<file path="config.mk">
export PLATFORM = sky130hd
export DESIGN_NAME = i2c_mux_ctrl
export DESIGN_NICKNAME = d
export VERILOG_FILES = /design/src/rtl/i2c_pkg.sv /design/src/rtl/i2c_sync_edge.sv /design/src/rtl/i2c_mux_ctrl.sv
export SDC_FILE = /design/constraint.sdc
export NUM_CORES = 1
export LEC_CHECK = 0
export ABC_AREA = 1
export ABC_CLOCK_PERIOD_IN_PS = 2200
export BUFFER_PORTS_ARGS = -buffer_cell sky130_fd_sc_hd__buf_2
export CAP_MARGIN = 15
export CORE_ASPECT_RATIO = 0.5
export CORE_UTILIZATION = 53
export DETAILED_ROUTE_END_ITERATION = 10
export GPL_ROUTABILITY_DRIVEN = 0
export GPL_TIMING_DRIVEN = 0
export PLACE_DENSITY_LB_ADDON = 0.3
export SETUP_SLACK_MARGIN = 0.02
export SYNTH_ARGS = -nofsm -noshare
export SYNTH_HDL_FRONTEND = slang
export SYNTH_HIERARCHICAL = 1
export SYNTH_SLANG_ARGS = --single-unit
</file>
<file path="constraint.sdc">
create_clock -name clk -period 2.2 [get_ports clk]
set_clock_uncertainty 0.05 [all_clocks]
set_input_delay 0.11 -clock clk [delete_from_list [all_inputs] [get_ports clk]]
set_output_delay 0.11 -clock clk [all_outputs]
set_load 0.05 [all_outputs]
</file>
<file path="src/rtl/i2c_pkg.sv">
// ============================================================================
// Module  : i2c_pkg
// Purpose : Shared types and constants for the I2C channel-select target.
// Revision: 1.0
// ============================================================================
`default_nettype none

package i2c_pkg;

   typedef enum logic [2:0] {
      ST_IDLE     = 3'd0,
      ST_ADDR     = 3'd1,
      ST_ADDR_ACK = 3'd2,
      ST_WR       = 3'd3,
      ST_WR_ACK   = 3'd4,
      ST_RD       = 3'd5,
      ST_RD_ACK   = 3'd6
   } i2c_state_t;

   localparam logic [3:0] SEL_NONE = 4'd0;
   localparam logic [3:0] SEL_MAX  = 4'd8;
   localparam logic       I2C_ACK  = 1'b0;

endpackage

`default_nettype wire

</file>
<file path="src/rtl/i2c_sync_edge.sv">
// ============================================================================
// Module  : i2c_sync_edge
// Purpose : Two-flop synchronizer plus history flop with edge outputs.
// Revision: 1.0
// ============================================================================
`default_nettype none

module i2c_sync_edge (
   input  logic clk,
   input  logic reset,
   input  logic pin_in,
   output logic level,
   output logic rise,
   output logic fall
);

   logic r_meta;
   logic r_sync;
   logic r_hist;

   // Idle I2C lines sit high, so resetting high avoids a phantom edge.
   always_ff @(posedge clk or posedge reset) begin
      if (reset) begin
         r_meta <= 1'b1;
         r_sync <= 1'b1;
         r_hist <= 1'b1;
      end else begin
         r_meta <= pin_in;
         r_sync <= r_meta;
         r_hist <= r_sync;
      end
   end

   assign level = r_sync;
   assign rise  = r_sync & ~r_hist;
   assign fall  = ~r_sync & r_hist;

endmodule

`default_nettype wire

</file>
<file path="src/rtl/i2c_mux_ctrl.sv">
// ============================================================================
// Module  : i2c_mux_ctrl
// Purpose : I2C target holding the 4-bit channel select of a bus demux.
// Revision: 1.0
// ============================================================================
`default_nettype none

module i2c_mux_ctrl
   import i2c_pkg::*;
#(
   parameter logic [6:0] ADDR = 7'h70
) (
   input  logic       clk,
   input  logic       reset,
   input  logic       scl_in,
   input  logic       sda_in,
   output logic       sda_oe,
   output logic [3:0] select,
   output logic       select_upd,
   output logic       busy
);

   logic w_scl_level, w_scl_rise, w_scl_fall;
   logic w_sda_level, w_sda_rise, w_sda_fall;
   logic w_start, w_stop;

   i2c_state_t r_state, w_state_nx;
   logic [3:0] r_cnt, w_cnt_nx;
   logic [7:0] r_shift, w_shift_nx;
   logic       r_rw, w_rw_nx;
   logic       r_oe, w_oe_nx;
   logic [3:0] r_sel, w_sel_nx;
   logic       r_upd, w_upd_nx;
   logic       r_busy, w_busy_nx;
   logic [7:0] w_rd_load;
   logic [2:0] w_bit_idx;

   i2c_sync_edge u_scl (
      .clk    (clk),
      .reset  (reset),
      .pin_in (scl_in),
      .level  (w_scl_level),
      .rise   (w_scl_rise),
      .fall   (w_scl_fall)
   );

   i2c_sync_edge u_sda (
      .clk    (clk),
      .reset  (reset),
      .pin_in (sda_in),
      .level  (w_sda_level),
      .rise   (w_sda_rise),
      .fall   (w_sda_fall)
   );

   assign w_start   = w_sda_fall & w_scl_level;
   assign w_stop    = w_sda_rise & w_scl_level;
   assign w_rd_load = {4'b0000, r_sel};
   assign w_bit_idx = 3'd7 - r_cnt[2:0];

   always_ff @(posedge clk or posedge reset) begin
      if (reset) begin
         r_state <= ST_IDLE;
         r_cnt   <= 4'd0;
         r_shift <= 8'd0;
         r_rw    <= 1'b0;
         r_oe    <= 1'b0;
         r_sel   <= SEL_NONE;
         r_upd   <= 1'b0;
         r_busy  <= 1'b0;
      end else begin
         r_state <= w_state_nx;
         r_cnt   <= w_cnt_nx;
         r_shift <= w_shift_nx;
         r_rw    <= w_rw_nx;
         r_oe    <= w_oe_nx;
         r_sel   <= w_sel_nx;
         r_upd   <= w_upd_nx;
         r_busy  <= w_busy_nx;
      end
   end

   // Byte decisions are taken on the SCL fall after the 8th bit so that
   // the ACK drive always begins on a falling edge.
   always_comb begin
      w_state_nx = r_state;
      w_cnt_nx   = r_cnt;
      w_shift_nx = r_shift;
      w_rw_nx    = r_rw;
      w_oe_nx    = r_oe;
      w_sel_nx   = r_sel;
      w_upd_nx   = 1'b0;
      w_busy_nx  = r_busy;

      if (w_stop) begin
         w_state_nx = ST_IDLE;
         w_cnt_nx   = 4'd0;
         w_oe_nx    = 1'b0;
         w_busy_nx  = 1'b0;
      end else if (w_start) begin
         w_state_nx = ST_ADDR;
         w_cnt_nx   = 4'd0;
         w_oe_nx    = 1'b0;
         w_busy_nx  = 1'b1;
      end else begin
         case (r_state)
            ST_ADDR: begin
               if (w_scl_rise) begin
                  w_shift_nx = {r_shift[6:0], w_sda_level};
                  w_cnt_nx   = r_cnt + 4'd1;
               end else if (w_scl_fall && (r_cnt == 4'd8)) begin
                  if (r_shift[7:1] == ADDR) begin
                     w_state_nx = ST_ADDR_ACK;
                     w_rw_nx    = r_shift[0];
                     w_oe_nx    = 1'b1;
                  end else begin
                     w_state_nx = ST_IDLE;
                  end
               end
            end
            ST_ADDR_ACK: begin
               if (w_scl_fall) begin
                  w_cnt_nx = 4'd0;
                  if (r_rw) begin
                     w_state_nx = ST_RD;
                     w_shift_nx = w_rd_load;
                     w_oe_nx    = ~w_rd_load[7];
                  end else begin
                     w_state_nx = ST_WR;
                     w_oe_nx    = 1'b0;
                  end
               end
            end
            ST_WR: begin
               if (w_scl_rise) begin
                  w_shift_nx = {r_shift[6:0], w_sda_level};
                  w_cnt_nx   = r_cnt + 4'd1;
               end else if (w_scl_fall && (r_cnt == 4'd8)) begin
                  w_state_nx = ST_WR_ACK;
                  if (r_shift <= {4'b0000, SEL_MAX}) begin
                     w_oe_nx  = 1'b1;
                     w_sel_nx = r_shift[3:0];
                     w_upd_nx = 1'b1;
                  end
               end
            end
            ST_WR_ACK: begin
               if (w_scl_fall) begin
                  w_state_nx = ST_WR;
                  w_cnt_nx   = 4'd0;
                  w_oe_nx    = 1'b0;
               end
            end
            ST_RD: begin
               if (w_scl_rise) begin
                  w_cnt_nx = r_cnt + 4'd1;
               end else if (w_scl_fall) begin
                  if (r_cnt == 4'd8) begin
                     w_state_nx = ST_RD_ACK;
                     w_oe_nx    = 1'b0;
                  end else begin
                     w_oe_nx = ~r_shift[w_bit_idx];
                  end
               end
            end
            ST_RD_ACK: begin
               // The next data byte starts driving on the following SCL fall.
               if (w_scl_rise) begin
                  w_cnt_nx = 4'd0;
                  if (w_sda_level == I2C_ACK) begin
                     w_state_nx = ST_RD;
                  end else begin
                     w_state_nx = ST_IDLE;
                  end
               end
            end
            default: begin
            end
         endcase
      end
   end

   assign sda_oe     = r_oe;
   assign select     = r_sel;
   assign select_upd = r_upd;
   assign busy       = r_busy;

endmodule

`default_nettype wire

</file>
==> results of run 1 <==
-- synthesized netlist by cell type (all sizes together) --
cell	n
nand3b	4
o21ai	21
xnor2	1
nor3	1
clkbuf	1
nand4	3
nor2	23
nand3	22
or2	1
o211ai	2
ha	2
dfstp	6
mux2i	1
nand2	86
dfrtp	23
xor2	1
a21oi	4
o2111a	1
buf	3
inv	32
-- placed cells by master, fill, tap and decap left out, types with 3 or more instances in the layout --
cell type,n
o21ai_0,10
dlygate4sd3_1,3
nand3b_1,4
nand2_1,80
nand4_1,3
dfstp_2,6
nand2_2,5
o21ai_2,9
nand3_1,20
inv_2,4
nor2_1,19
dfrtp_1,23
buf_2,10
inv_1,27
clkbuf_8,6
a21oi_1,3
-- layer usage --
layer,global-route usage,share of wire,up-vias
met4,0.0724,0.019,0
met3,0.0739,0.071,8
met1,0.325,0.50,732
li1,-,-,788
met2,0.348,0.42,59
met5,0,0,-
-- sequential cells by signal, indices dropped and copies added (netlist names), 3 cells and up --
| register | count |
|---|---|
| r_cnt | 4 |
| r_state | 3 |
| select | 4 |
| r_shift | 8 |
-- through the flow --
step | utilization | std cells | setup slack [ps]
after detailed placement | 0.608 | 288 | 280
after floorplan | - | 238 | 574
after CTS | 0.656 | 299 | 251
after global routing | 0.656 | 299 | 74.7
final | 0.656 | 299 | 218
after global placement | 0.608 | 288 | 288
-- path summary, 6_finish.rpt --
check / endpoint / slack, ps / depth (start not counted)
max in group asynchronous: busy / 1000 / 3
max reg2reg: select[2] / 220 / 8
min in group asynchronous: u_sda/r_meta / 410 / 3
min reg2reg: u_scl/level / 310 / 0
min: u_scl/level / 310 / 0
max: select[2] / 220 / 8
-- where the power goes --
| group | switching (mW) | total [mW] | internal [mW] |
|---|---|---|---|
| Combinational | 0.205 | 0.293 | 0.0885 |
| Clock | 0.215 | 0.583 | 0.368 |
| Sequential | 0.0335 | 0.608 | 0.574 |
| Total | 0.453 | 1.48 | 1.03 |
-- cell families (layout without fill, tap and decap cells) --
| logic type | Yosys count | in the layout | synth area share |
|---|---|---|---|
| muxes | 1 | 1 | 0.00558 |
| and+or+nand+nor | 140 | 140 | 0.358 |
| DFF | 29 | 29 | 0.408 |
| AOI/OAI and AO/OA | 28 | 28 | 0.113 |
| adders and majority gates | 2 | 2 | 0.0139 |
| buffers and inverters | 36 | 57 | 0.0913 |
| xor gates and xnor gates | 2 | 2 | 0.00976 |
-- final cells by class --
cell class	instances	area (sq um)
Fill cell	262	1070
Multi-Input combinational cell	173	898
Sequential cell	29	733
Inverter	32	123
Clock buffer	6	82.6
Timing Repair Buffer	13	80.1
Tap cell	40	50.0
Buffer	4	41.3
Clock inverter	2	37.5
-- repair_timing --
item                                   4_1_cts  5_1_grt
resized for setup                            0        0
endpoints found under the hold margin        8        0
hold buffers                                 3        0
==> flow_metrics.tcl, run 1 <==
set metrics [dict create \
    totalWireLength_mm 3.77 \
    grt_pass1_vias 1378 \
    post_cts_buffers 0 \
    drtPass1Iterations 4 \
    finalMaxSlewViolations 0 \
    detail-route-antenna-nets 0 \
    max_freq_ghz 0.505 \
    crit_buf_inv 2 \
    gr-total-overflow 0 \
    synthTopCellsByArea "dfrtp_1, nand2_1, dfstp_2, inv_1, nand3_1" \
    holdWs_ps 307 \
    crit_fanout 7 \
    power_density_mw_per_mm2 725 \
    cts.sinks 29 \
    drv_cap 0 \
    cpLargestDelayFamily "simple AND/OR/NAND/NOR gates" \
    vias_per_cell 5.31 \
    syn_inst 238 \
    insertion_delay_ps 280 \
    numCtsBuffers 5 \
    grt_pass1_wl_mm 6.38 \
    reg2reg_from "u_scl/r_hist" \
    dieArea_sq_mm 0.00364 \
    rows 14 \
    final_area_sq_mm 0.00205 \
    start_kind "flop" \
    ys_types 33 \
    power_mw 1.48 \
    vdd_ir_drop_max_uv 657 \
    critical_path.endpoint_type "flop" \
    synth-seq-cells 29 \
    synth-warning-count 6 \
    gr-usage-all-layers 0.233 \
    outcome "completed" \
    netlist_area_sq_mm 0.00180 \
    post-route-period-util 0.901 \
    io_buffers 10 \
    synth_sequential_area_ratio 0.408 \
    drive_gt1_frac 0.216 \
    h-tree-depth 2 \
    setup_violations 0 \
    ios 11 \
    area_delta_synth_final_pct 13.9 \
    die_y_um 43.2 \
    crit_slowest_cell "dfstp_2" \
    diodes 0 \
    placed_cell_area_sq_mm 0.00190 \
    startpoint "u_scl/r_hist" \
    hold_violations 0 \
    critPathMaxStageDelay_ps 530 \
    power_leakage_nw 1.06 \
    coreArea_sq_mm 0.00312 \
    worstPathArrival_ps 2150 \
    cp.required_ps 2370 \
    clockRootBuffer "clkbuf_8" \
    relSlewSlack 0.409 \
    wire_per_inst_um 12.6 \
    cts_tree "done" \
    syn-num-nets 244 \
    rsz0062_at_grt "no" \
    path_class "flop to flop" \
    holdCritPathClass "flop to flop" \
    tightest_slew_ps 885 \
    start_util 0.576 \
    num_vias 1587 \
    antenna_found_initial 0 \
    crit_chain "inv_1, nor2_1, nand4_1, a21oi_1, nand3_1, inv_1, nand2_1, nand2_1" \
    drcViolationCount 0 \
    cts_buffer_depth 2 \
    avgSynthCellArea_sq_um 7.54 \
    dieWidth_um 84.3 \
    period_minus_slack_ps 1980 \
    clk_pin_slew_ps 70 \
    drt_iter0_drc 225 \
    final_net_count 264 \
    hpwl_mm 2.76 \
    min_from "u_scl/r_meta" \
    grt_max_degree 24 \
    yosysTopAreaCellShare 0.321 \
    yosysTopAreaCell "dfrtp_1" \
    fin_setup_tns_ps 0 \
]
Power figures use the tool's default switching activity.
==> run 2, diff against run 1 <==
- ABC_AREA: 1 -> not set
==> run 2 against run 1 <==
  * Die area decreased by 5.9%
  * Combinational power grew to 2.7 times the previous value
  * Flip-flop and latch count did not move
  * Hold slack worse by 1.3 ps
  * Count of clock-buffer cells in the layout is 2 higher
  * Routed wire length decreased by 13%
  * Via count fell by 14%
  * Critical path type unchanged
  * Critical endpoint is now r_cnt[3]
==> flow_metrics.tcl, run 2 <==
set metrics [dict create \
    ys_types 51 \
    period_minus_slack_ps 2090 \
    hold_violations 0 \
    reg2reg_from "u_sda/level" \
    dieWidth_um 81.8 \
    clk_pin_slew_ps 60 \
    insertion_delay_ps 270 \
    tightest_slew_ps 898 \
    outcome "completed" \
    ios 11 \
    finalMaxSlewViolations 0 \
    gr-total-overflow 0 \
    crit_fanout 8 \
    coreArea_sq_mm 0.00301 \
    grt_pass1_wl_mm 5.81 \
    drive_gt1_frac 0.266 \
    setup_violations 0 \
    max_freq_ghz 0.478 \
    ys_async_sr_fraction 1.00 \
    synth_edf_count 0 \
    power_leakage_nw 0.835 \
    start_kind "flop" \
    layout_common_cells "dfrtp_1, nand2_1, buf_2, nor2_1" \
    worstPathArrival_ps 2240 \
    placed_cell_area_sq_mm 0.00179 \
    startpoint "u_sda/level" \
    synthTopCellsByArea "dfrtp_1, dfstp_2, nand2_1, mux2_4, nand3_1" \
    rsz0062_at_grt "yes" \
    holdCritPathClass "flop to flop" \
    numCtsBuffers 5 \
    grt_pass1_vias 1300 \
    relSlewSlack 0.401 \
    avgSynthCellArea_sq_um 9.47 \
    post-route-period-util 0.951 \
    synth-warning-count 6 \
    gr-usage-all-layers 0.230 \
    power_mw 2.01 \
    cts_buffer_depth 2 \
    rows 14 \
    synth-seq-cells 29 \
    start_util 0.559 \
    clockRootBuffer "clkbuf_8" \
    io_buffers 10 \
    cts_tree "done" \
    area_delta_synth_final_pct 13.7 \
    synth.most_common_cell "dfrtp_1" \
    antenna_found_initial 0 \
    wire_per_inst_um 13.7 \
    min_from "u_scl/r_meta" \
    min_path_cells 0 \
    worst-r2r-setup-slack_ps 110 \
    fin_setup_tns_ps 0 \
    drt_iter0_drc 67 \
    final_area_sq_mm 0.00192 \
    preCtsSetupSlack_ps 72.1 \
    dieArea_sq_mm 0.00342 \
    cp.required_ps 2350 \
    vdd_ir_drop_max_uv 530 \
    die_y_um 41.9 \
    yosysTopAreaCell "dfrtp_1" \
    diodes 0 \
    grt_max_degree 24 \
    drv_cap 0 \
    final_common_cell "dfrtp_1" \
    totalWireLength_mm 3.29 \
    dp.cells 228 \
    detail-route-antenna-nets 0 \
    h-tree-depth 2 \
    postLayoutCoreUtil 0.636 \
    vias_per_cell 5.73 \
    regMostFlops "r_shift" \
    netlist_area_sq_mm 0.00169 \
    drcViolationCount 0 \
    power_density_mw_per_mm2 1050 \
    final_net_count 204 \
    holdWs_ps 306 \
    r2r-end "r_cnt[3]" \
    hpwl_mm 2.42 \
    synth_sequential_area_ratio 0.435 \
    setup_slack_ps 109 \
    yosys-top-cells-count "dfrtp_1, nand2_1, nor2_1" \
    syn-num-nets 184 \
    r2r_cells 6 \
    path_class "flop to flop" \
    critical_path.endpoint_type "flop" \
    yosysTopAreaCellShare 0.341 \
    largest_register_ffs 8 \
    num_vias 1370 \
    postSynth.topFlopCell "dfrtp_1" \
    final_cells 239 \
    cts.sinks 29 \
    syn_inst 178 \
    min_to "u_scl/level" \
    drtPass1Iterations 4 \
]
-- run 2: changes by cell type after synthesis, sizes merged, moves of 7 or more --
cell   before  now
nand3      22   12
nor2       23   13
a31oi       0    7
inv        32   13
nand2      86   22
-- run 2: worst max-delay path by stage --
stage                 end
4_1_cts        r_shift[5]
5_1_grt        r_shift[5]
3_3_place_gp     r_cnt[3]
6_report         r_cnt[3]
2_1_floorplan    r_cnt[3]
3_5_place_dp   r_shift[5]
-- run 2: per-layer routing --
layer / share of wire / routed length [um] / vias up / global-route usage
met4: 0.019 / 61 / 0 / 0.0982
met2: 0.44 / 1450 / 38 / 0.322
li1: - / - / 676 / -
met3: 0.053 / 174 / 6 / 0.0747
met1: 0.49 / 1600 / 650 / 0.324
met5: 0 / 0 / - / 0
-- run 2: power by group --
group          switching [mW]  internal, mW  total (mW)
combinational           0.477         0.315       0.792
clock                   0.185         0.254       0.440
sequential              0.133         0.646       0.780
-- run 2: cell families after synthesis --
logic type,synth area share
AOI/OAI and AO/OA,0.178
xor gates and xnor gates,0.0149
adders and majority gates,0.0148
buffers and inverters,0.0631
DFF,0.435
muxes,0.0542
and+or+nand+nor,0.240
-- run 2: repair_timing --
| item | in CTS | in global routing |
|---|---|---|
| hold buffers | 3 | 0 |
| endpoints found under the hold margin | 8 | 0 |
| endpoints found under the setup margin | 0 | 7 |
| buffers inserted | 0 | 0 |
| resized for setup | 0 | 4 |
-- run 2: cell type report --
type	instances	area, sq um
inverters	13	48.8
multi-input cells	128	855
plain buffers	8	60.1
well taps	40	50.0
clock buffers	8	90.1
fillers	248	1100
flip-flops and latches	29	733
repair buffers	13	80.1
-- run 2: critical path: stages (launching register included) --
cell and delay, ps:
dfstp_2 610, nor2b_2 250, o21a_2 280, a31o_1 150
a21oi_2 60, or4_4 530, o211ai_2 80
